--- src/rtl/div_tick_pkg.sv ---
// Constants and types shared between the divider bank and the tick arbiter.
package div_tick_pkg;

  localparam int NB_DIV_DEF  = 24;
  localparam int STAMP_W_DEF = 16;

  // Channel index width; at least one bit even for a single channel.
  function automatic int chanWidth(input int nbDiv);
    return (nbDiv > 1) ? $clog2(nbDiv) : 1;
  endfunction

  localparam int CHAN_W_DEF = chanWidth(NB_DIV_DEF);

  typedef logic [CHAN_W_DEF-1:0] chanIdx_t;

endpackage

--- src/rtl/div_tick_arbiter_rr_arbiter.sv ---
// Combinational round-robin pick: the first requester strictly after lastPtr,
// searching upward and wrapping from NB_DIV-1 to 0.
module rr_arbiter
  import div_tick_pkg::*;
#(
  parameter int NB_DIV = NB_DIV_DEF,
  parameter int CHAN_W = chanWidth(NB_DIV)
) (
  input  logic [NB_DIV-1:0] req,
  input  logic [CHAN_W-1:0] lastPtr,
  output logic [CHAN_W-1:0] grantIdx,
  output logic              anyGrant
);

  int idx;

  // Scan from the farthest offset down to 1 so the nearest requester wins;
  // offset NB_DIV is lastPtr itself, the lowest priority.
  always_comb begin
    grantIdx = '0;
    anyGrant = 1'b0;
    idx      = 0;
    for (int off = NB_DIV; off >= 1; off--) begin
      idx = (int'(lastPtr) + off) % NB_DIV;
      if (req[CHAN_W'(idx)]) begin
        grantIdx = CHAN_W'(idx);
        anyGrant = 1'b1;
      end
    end
  end

endmodule

--- src/rtl/div_tick_arbiter.sv ---
// Samples the divided-clock lines, timestamps rising edges per channel and
// serialises them round-robin onto one valid/ready event stream.
module div_tick_arbiter
  import div_tick_pkg::*;
#(
  parameter int NB_DIV  = NB_DIV_DEF,
  parameter int STAMP_W = STAMP_W_DEF,
  parameter int CHAN_W  = CHAN_W_DEF
) (
  input  logic               ClkIn,
  input  logic               Reset,
  input  logic [NB_DIV-1:0]  DivIn,
  output logic               EvValid,
  input  logic               EvReady,
  output logic [CHAN_W-1:0]  EvChan,
  output logic [STAMP_W-1:0] EvStamp,
  output logic [NB_DIV-1:0]  Ovf,
  input  logic [NB_DIV-1:0]  OvfClr
);

  logic [NB_DIV-1:0]  divQ, divQQ, rise, pend, grantHit, ovfSet;
  logic [STAMP_W-1:0] stamp;
  logic [STAMP_W-1:0] chStamp [NB_DIV];
  logic [CHAN_W-1:0]  lastPtr, grantIdx;
  logic               anyGrant, slotLoad, doGrant;

  // Both stages reset high so a line already high at release is not an edge.
  always_ff @(posedge ClkIn or posedge Reset) begin
    if (Reset) begin
      divQ  <= '1;
      divQQ <= '1;
      stamp <= '0;
    end else begin
      divQ  <= DivIn;
      divQQ <= divQ;
      stamp <= stamp + STAMP_W'(1);
    end
  end

  assign rise     = divQ & ~divQQ;
  assign slotLoad = ~EvValid | EvReady;
  assign doGrant  = slotLoad & anyGrant;

  rr_arbiter #(
    .NB_DIV(NB_DIV),
    .CHAN_W(CHAN_W)
  ) u_arb (
    .req     (pend),
    .lastPtr (lastPtr),
    .grantIdx(grantIdx),
    .anyGrant(anyGrant)
  );

  genvar gi;
  generate
    for (gi = 0; gi < NB_DIV; gi++) begin : g_chan
      assign grantHit[gi] = doGrant && (grantIdx == CHAN_W'(gi));
      // A granted channel frees its slot this cycle, so a coinciding edge is not lost.
      assign ovfSet[gi]   = rise[gi] & pend[gi] & ~grantHit[gi];
    end
  endgenerate

  always_ff @(posedge ClkIn or posedge Reset) begin
    if (Reset) begin
      pend <= '0;
      for (int i = 0; i < NB_DIV; i++) chStamp[i] <= '0;
    end else begin
      for (int i = 0; i < NB_DIV; i++) begin
        if (rise[i] && (!pend[i] || grantHit[i])) begin
          pend[i]    <= 1'b1;
          chStamp[i] <= stamp;
        end else if (grantHit[i]) begin
          pend[i] <= 1'b0;
        end
      end
    end
  end

  // Set beats clear when both land in the same cycle.
  always_ff @(posedge ClkIn or posedge Reset) begin
    if (Reset) Ovf <= '0;
    else       Ovf <= ovfSet | (Ovf & ~OvfClr);
  end

  always_ff @(posedge ClkIn or posedge Reset) begin
    if (Reset) begin
      EvValid <= 1'b0;
      EvChan  <= '0;
      EvStamp <= '0;
      lastPtr <= CHAN_W'(NB_DIV - 1);
    end else if (doGrant) begin
      EvValid <= 1'b1;
      EvChan  <= grantIdx;
      EvStamp <= chStamp[grantIdx];
      lastPtr <= grantIdx;
    end else if (EvReady) begin
      EvValid <= 1'b0;
    end
  end

endmodule

--- config.mk ---
export PLATFORM = sky130hd
export DESIGN_NAME = div_tick_arbiter
export DESIGN_NICKNAME = d
export VERILOG_FILES = /design/src/rtl/div_tick_pkg.sv /design/src/rtl/div_tick_arbiter_rr_arbiter.sv /design/src/rtl/div_tick_arbiter.sv
export SDC_FILE = /design/constraint.sdc
export NUM_CORES = 1
export LEC_CHECK = 0
export ABC_AREA = 1
export CAP_MARGIN = 20
export CORE_MARGIN = 10
export CORE_UTILIZATION = 65
export CTS_CLUSTER_DIAMETER = 200
export CTS_CLUSTER_SIZE = 25
export DETAILED_ROUTE_END_ITERATION = 16
export HOLD_SLACK_MARGIN = 0.15
export PLACE_DENSITY = 0.84
export REMOVE_ABC_BUFFERS = 1
export SLEW_MARGIN = 20
export SYNTH_ARGS = -nofsm -noshare
export SYNTH_HDL_FRONTEND = slang
export SYNTH_SLANG_ARGS = --single-unit
--- constraint.sdc ---
create_clock -name ClkIn -period 30.8 [get_ports ClkIn]
set_clock_uncertainty 0.05 [all_clocks]
set_input_delay 6.16 -clock ClkIn [delete_from_list [all_inputs] [get_ports ClkIn]]
set_output_delay 6.16 -clock ClkIn [all_outputs]
set_load 0.005 [all_outputs]
==> flow_metrics.tcl <==
set metrics [dict create \
    status "finished, final reports clean" \
    grt_pass1_vias 24821 \
    cts_hold_buf 0 \
    cts_tree "done" \
    min_period_ns 9.37 \
    cp.required_ns 31.36 \
    crit_arrival_ns 9.93 \
    drt-met1-wl_um 33400 \
    drtPass1Iterations 6 \
    top_layer "met5" \
    synthTopCellsByArea "dfrtp_1 (41%), nand2_1 (23%), nand3_1 (6.8%)" \
    tightest_slew_ns 1.17 \
    fmax_mhz 107 \
    dr_wl_met2_um 37800 \
    yosysWarningCount 0 \
    drc_errors 0 \
    netlist_area_um2 29000 \
    htreeDepth 1 \
    ys_seq_area_share_pct 45.2 \
    start_util_pct 65.7 \
    path_cells "clkdlybuf4s50_1 > inv_8 > buf_12 > buf_4 > buf_4" \
    fin_nets 4108 \
    layout-drive-gt1-share_pct 5.98 \
    grt_pass1_wl_um 135000 \
    vias 27313 \
    drt_iter0_markers 3370 \
    clkLatencyLatePin_ns 0.62 \
    design.core.area_um2 44200 \
    holdCritPathClass "reg2reg" \
    num_rows 77 \
    synth_top_area_cell "dfrtp_1" \
    ioPinCount 97 \
    cts_setup_buffers 0 \
    wirelength_um 85000 \
    ys_top_cells_by_count "nand2_1 (1754), dfrtp_1 (470), nand3_1 (394), o21ai_0 (265), nor2_1 (242)" \
    finalHoldViolCount 0 \
    routabilityCongestion 1.01 \
    postRouteAntennaNets 0 \
    slowest_stage "buf_4" \
    cts_made_buffers 24 \
    grt_max_degree 163 \
    start_kind "primary input" \
    synth.most_common_cell "nand2_1" \
    slowest_delay_ns 0.87 \
    die-area_um2 53500 \
    synthArstFlopShare_pct 100 \
    grtUsageTotal_pct 31.1 \
    yosysUniqueCellTypes 63 \
    drv_slew 0 \
    cap_violations 0 \
    synth.top_cell.area_share_pct 40.5 \
    vias_per_cell 5.91 \
    critPathKind "in2async" \
    tns_ns 0 \
    setup_viol 0 \
    syn_to_final_growth_pct 6.00 \
    cts_sinks 522 \
    synth_edf_count 0 \
    clk_pin_slew_ns 0.13 \
    synth_seq_cells 522 \
    wl_met3_um 9750 \
    place.port_buffers 96 \
    syn_area_per_cell_um2 7.13 \
    synthFlopType "dfrtp_1" \
    antenna_cells 0 \
    syn_inst 4070 \
    cp_max_fo 162 \
    antenna_found_initial 1 \
    n_fill_cell 3689 \
    wl_per_cell_um 18.4 \
    maxSlewHeadroom_pct 22.1 \
    die_width_um 231 \
    rsz0062_at_grt "false" \
    die_h_um 231 \
    dp.final_hpwl_um 55000 \
    grt_remaining_overflow 0 \
    root_buffer "clkbuf_16" \
    end_kind "asynchronous set/reset pin" \
    cp_common_cell "buf_4" \
    cts.path.max_buffers 3 \
    fin_crit_sh_pct 30.4 \
    cts-resized-gates 0 \
]
per-stage QoR:
stage	instances	util [%]	hold slack, ns	setup slack (ns)	cell area (µm²)
final	4623	69.6	0.277	21.43	30800
after global routing	4623	69.6	0.285	20.91	30800
after CTS	4621	69.5	0.270	21.30	30700
after detailed placement	4577	67.9	0.306	20.70	30000
after global placement	4577	67.9	0.304	20.75	30000
after floorplan	3851	-	0.304	10.09	28000
area by class of cell:
class / count / area (µm²) / area share, %
Clock buffer: 43 / 693 / 2.25
Clock inverter: 1 / 5.00 / 0.0163
Inverter: 232 / 897 / 2.91
Multi-Input combinational cell: 3097 / 14000 / 45.6
Sequential cell: 522 / 13100 / 42.7
Tap cell: 592 / 741 / 2.41
Timing Repair Buffer: 136 / 1290 / 4.20
kinds of logic (layout without fill, tap and decap cells):
family / Yosys count / count (layout) / share of synthesized area (%)
adder cells (fa/ha/maj): 44 / 44 / 1.90
flip-flops: 522 / 522 / 45.2
XOR/XNOR: 31 / 31 / 0.961
multiplexers: 5 / 5 / 0.177
buffers and inverters: 451 / 412 / 6.60
AO/OA/AOI/OAI: 474 / 474 / 8.87
AND/OR/NAND/NOR: 2543 / 2543 / 36.3
final timing paths:
| check | from | to | slack [ns] | cells after the start |
|---|---|---|---|---|
| setup / recovery | Reset | chStamp[109] | 21.43 | 5 |
| hold / removal | divQ[23] | divQQ[23] | 0.28 | 0 |
| setup reg to reg | lastPtr[1] | EvStamp[15] | 21.78 | 44 |
| hold reg to reg | divQ[23] | divQQ[23] | 0.28 | 0 |
| max in group ClkIn | lastPtr[1] | EvStamp[15] | 21.78 | 44 |
| min in group asynchronous | Reset | Ovf[12] | 6.09 | 2 |
per-layer routing:
metal | global-route usage, % | up-vias
met3 | 6.22 | 253
met1 | 42.0 | 12714
met5 | 0 | -
li1 | - | 12818
met2 | 47.6 | 1526
met4 | 14.5 | 2
critical path, delay by kind of cell:
family	cells	cell delay (ns)
buffers and inverters	5	3.43
cell usage in the layout, fill, tap and decap left out, drive strengths merged, types with 2 or more instances in the layout:
| cell type | netlist | layout |
|---|---|---|
| dfstp | 52 | 52 |
| o21bai | 3 | 3 |
| nor2 | 255 | 255 |
| nand3 | 397 | 397 |
| clkdlybuf4s50 | 0 | 96 |
| o21ai | 301 | 301 |
| o21a | 9 | 9 |
| o22ai | 22 | 22 |
| nand3b | 8 | 8 |
| nor3b | 2 | 2 |
| nor4 | 2 | 2 |
| clkinv | 10 | 10 |
| dfrtp | 470 | 470 |
| ha | 44 | 44 |
| o31ai | 6 | 6 |
| clkbuf | 103 | 43 |
| nor3 | 14 | 14 |
| a21boi | 4 | 4 |
| inv | 222 | 223 |
| xnor2 | 2 | 2 |
| buf | 116 | 40 |
| mux2i | 4 | 4 |
| nand4 | 40 | 40 |
| xor2 | 29 | 29 |
| o211ai | 2 | 2 |
| or2 | 12 | 12 |
| and2 | 10 | 10 |
| nand2 | 1799 | 1799 |
| a31oi | 7 | 7 |
| a21oi | 114 | 114 |
| and3 | 2 | 2 |
state kept, by name, summed over array words and instances (netlist names):
signal,count
lastPtr,4
EvValid,1
divQ,24
EvStamp,16
EvChan,5
pend,24
divQQ,24
Ovf,24
stamp,16
chStamp,384
Power is not shown: default switching activity piles up to over one toggle a cycle in this logic, so the estimate is an artifact.
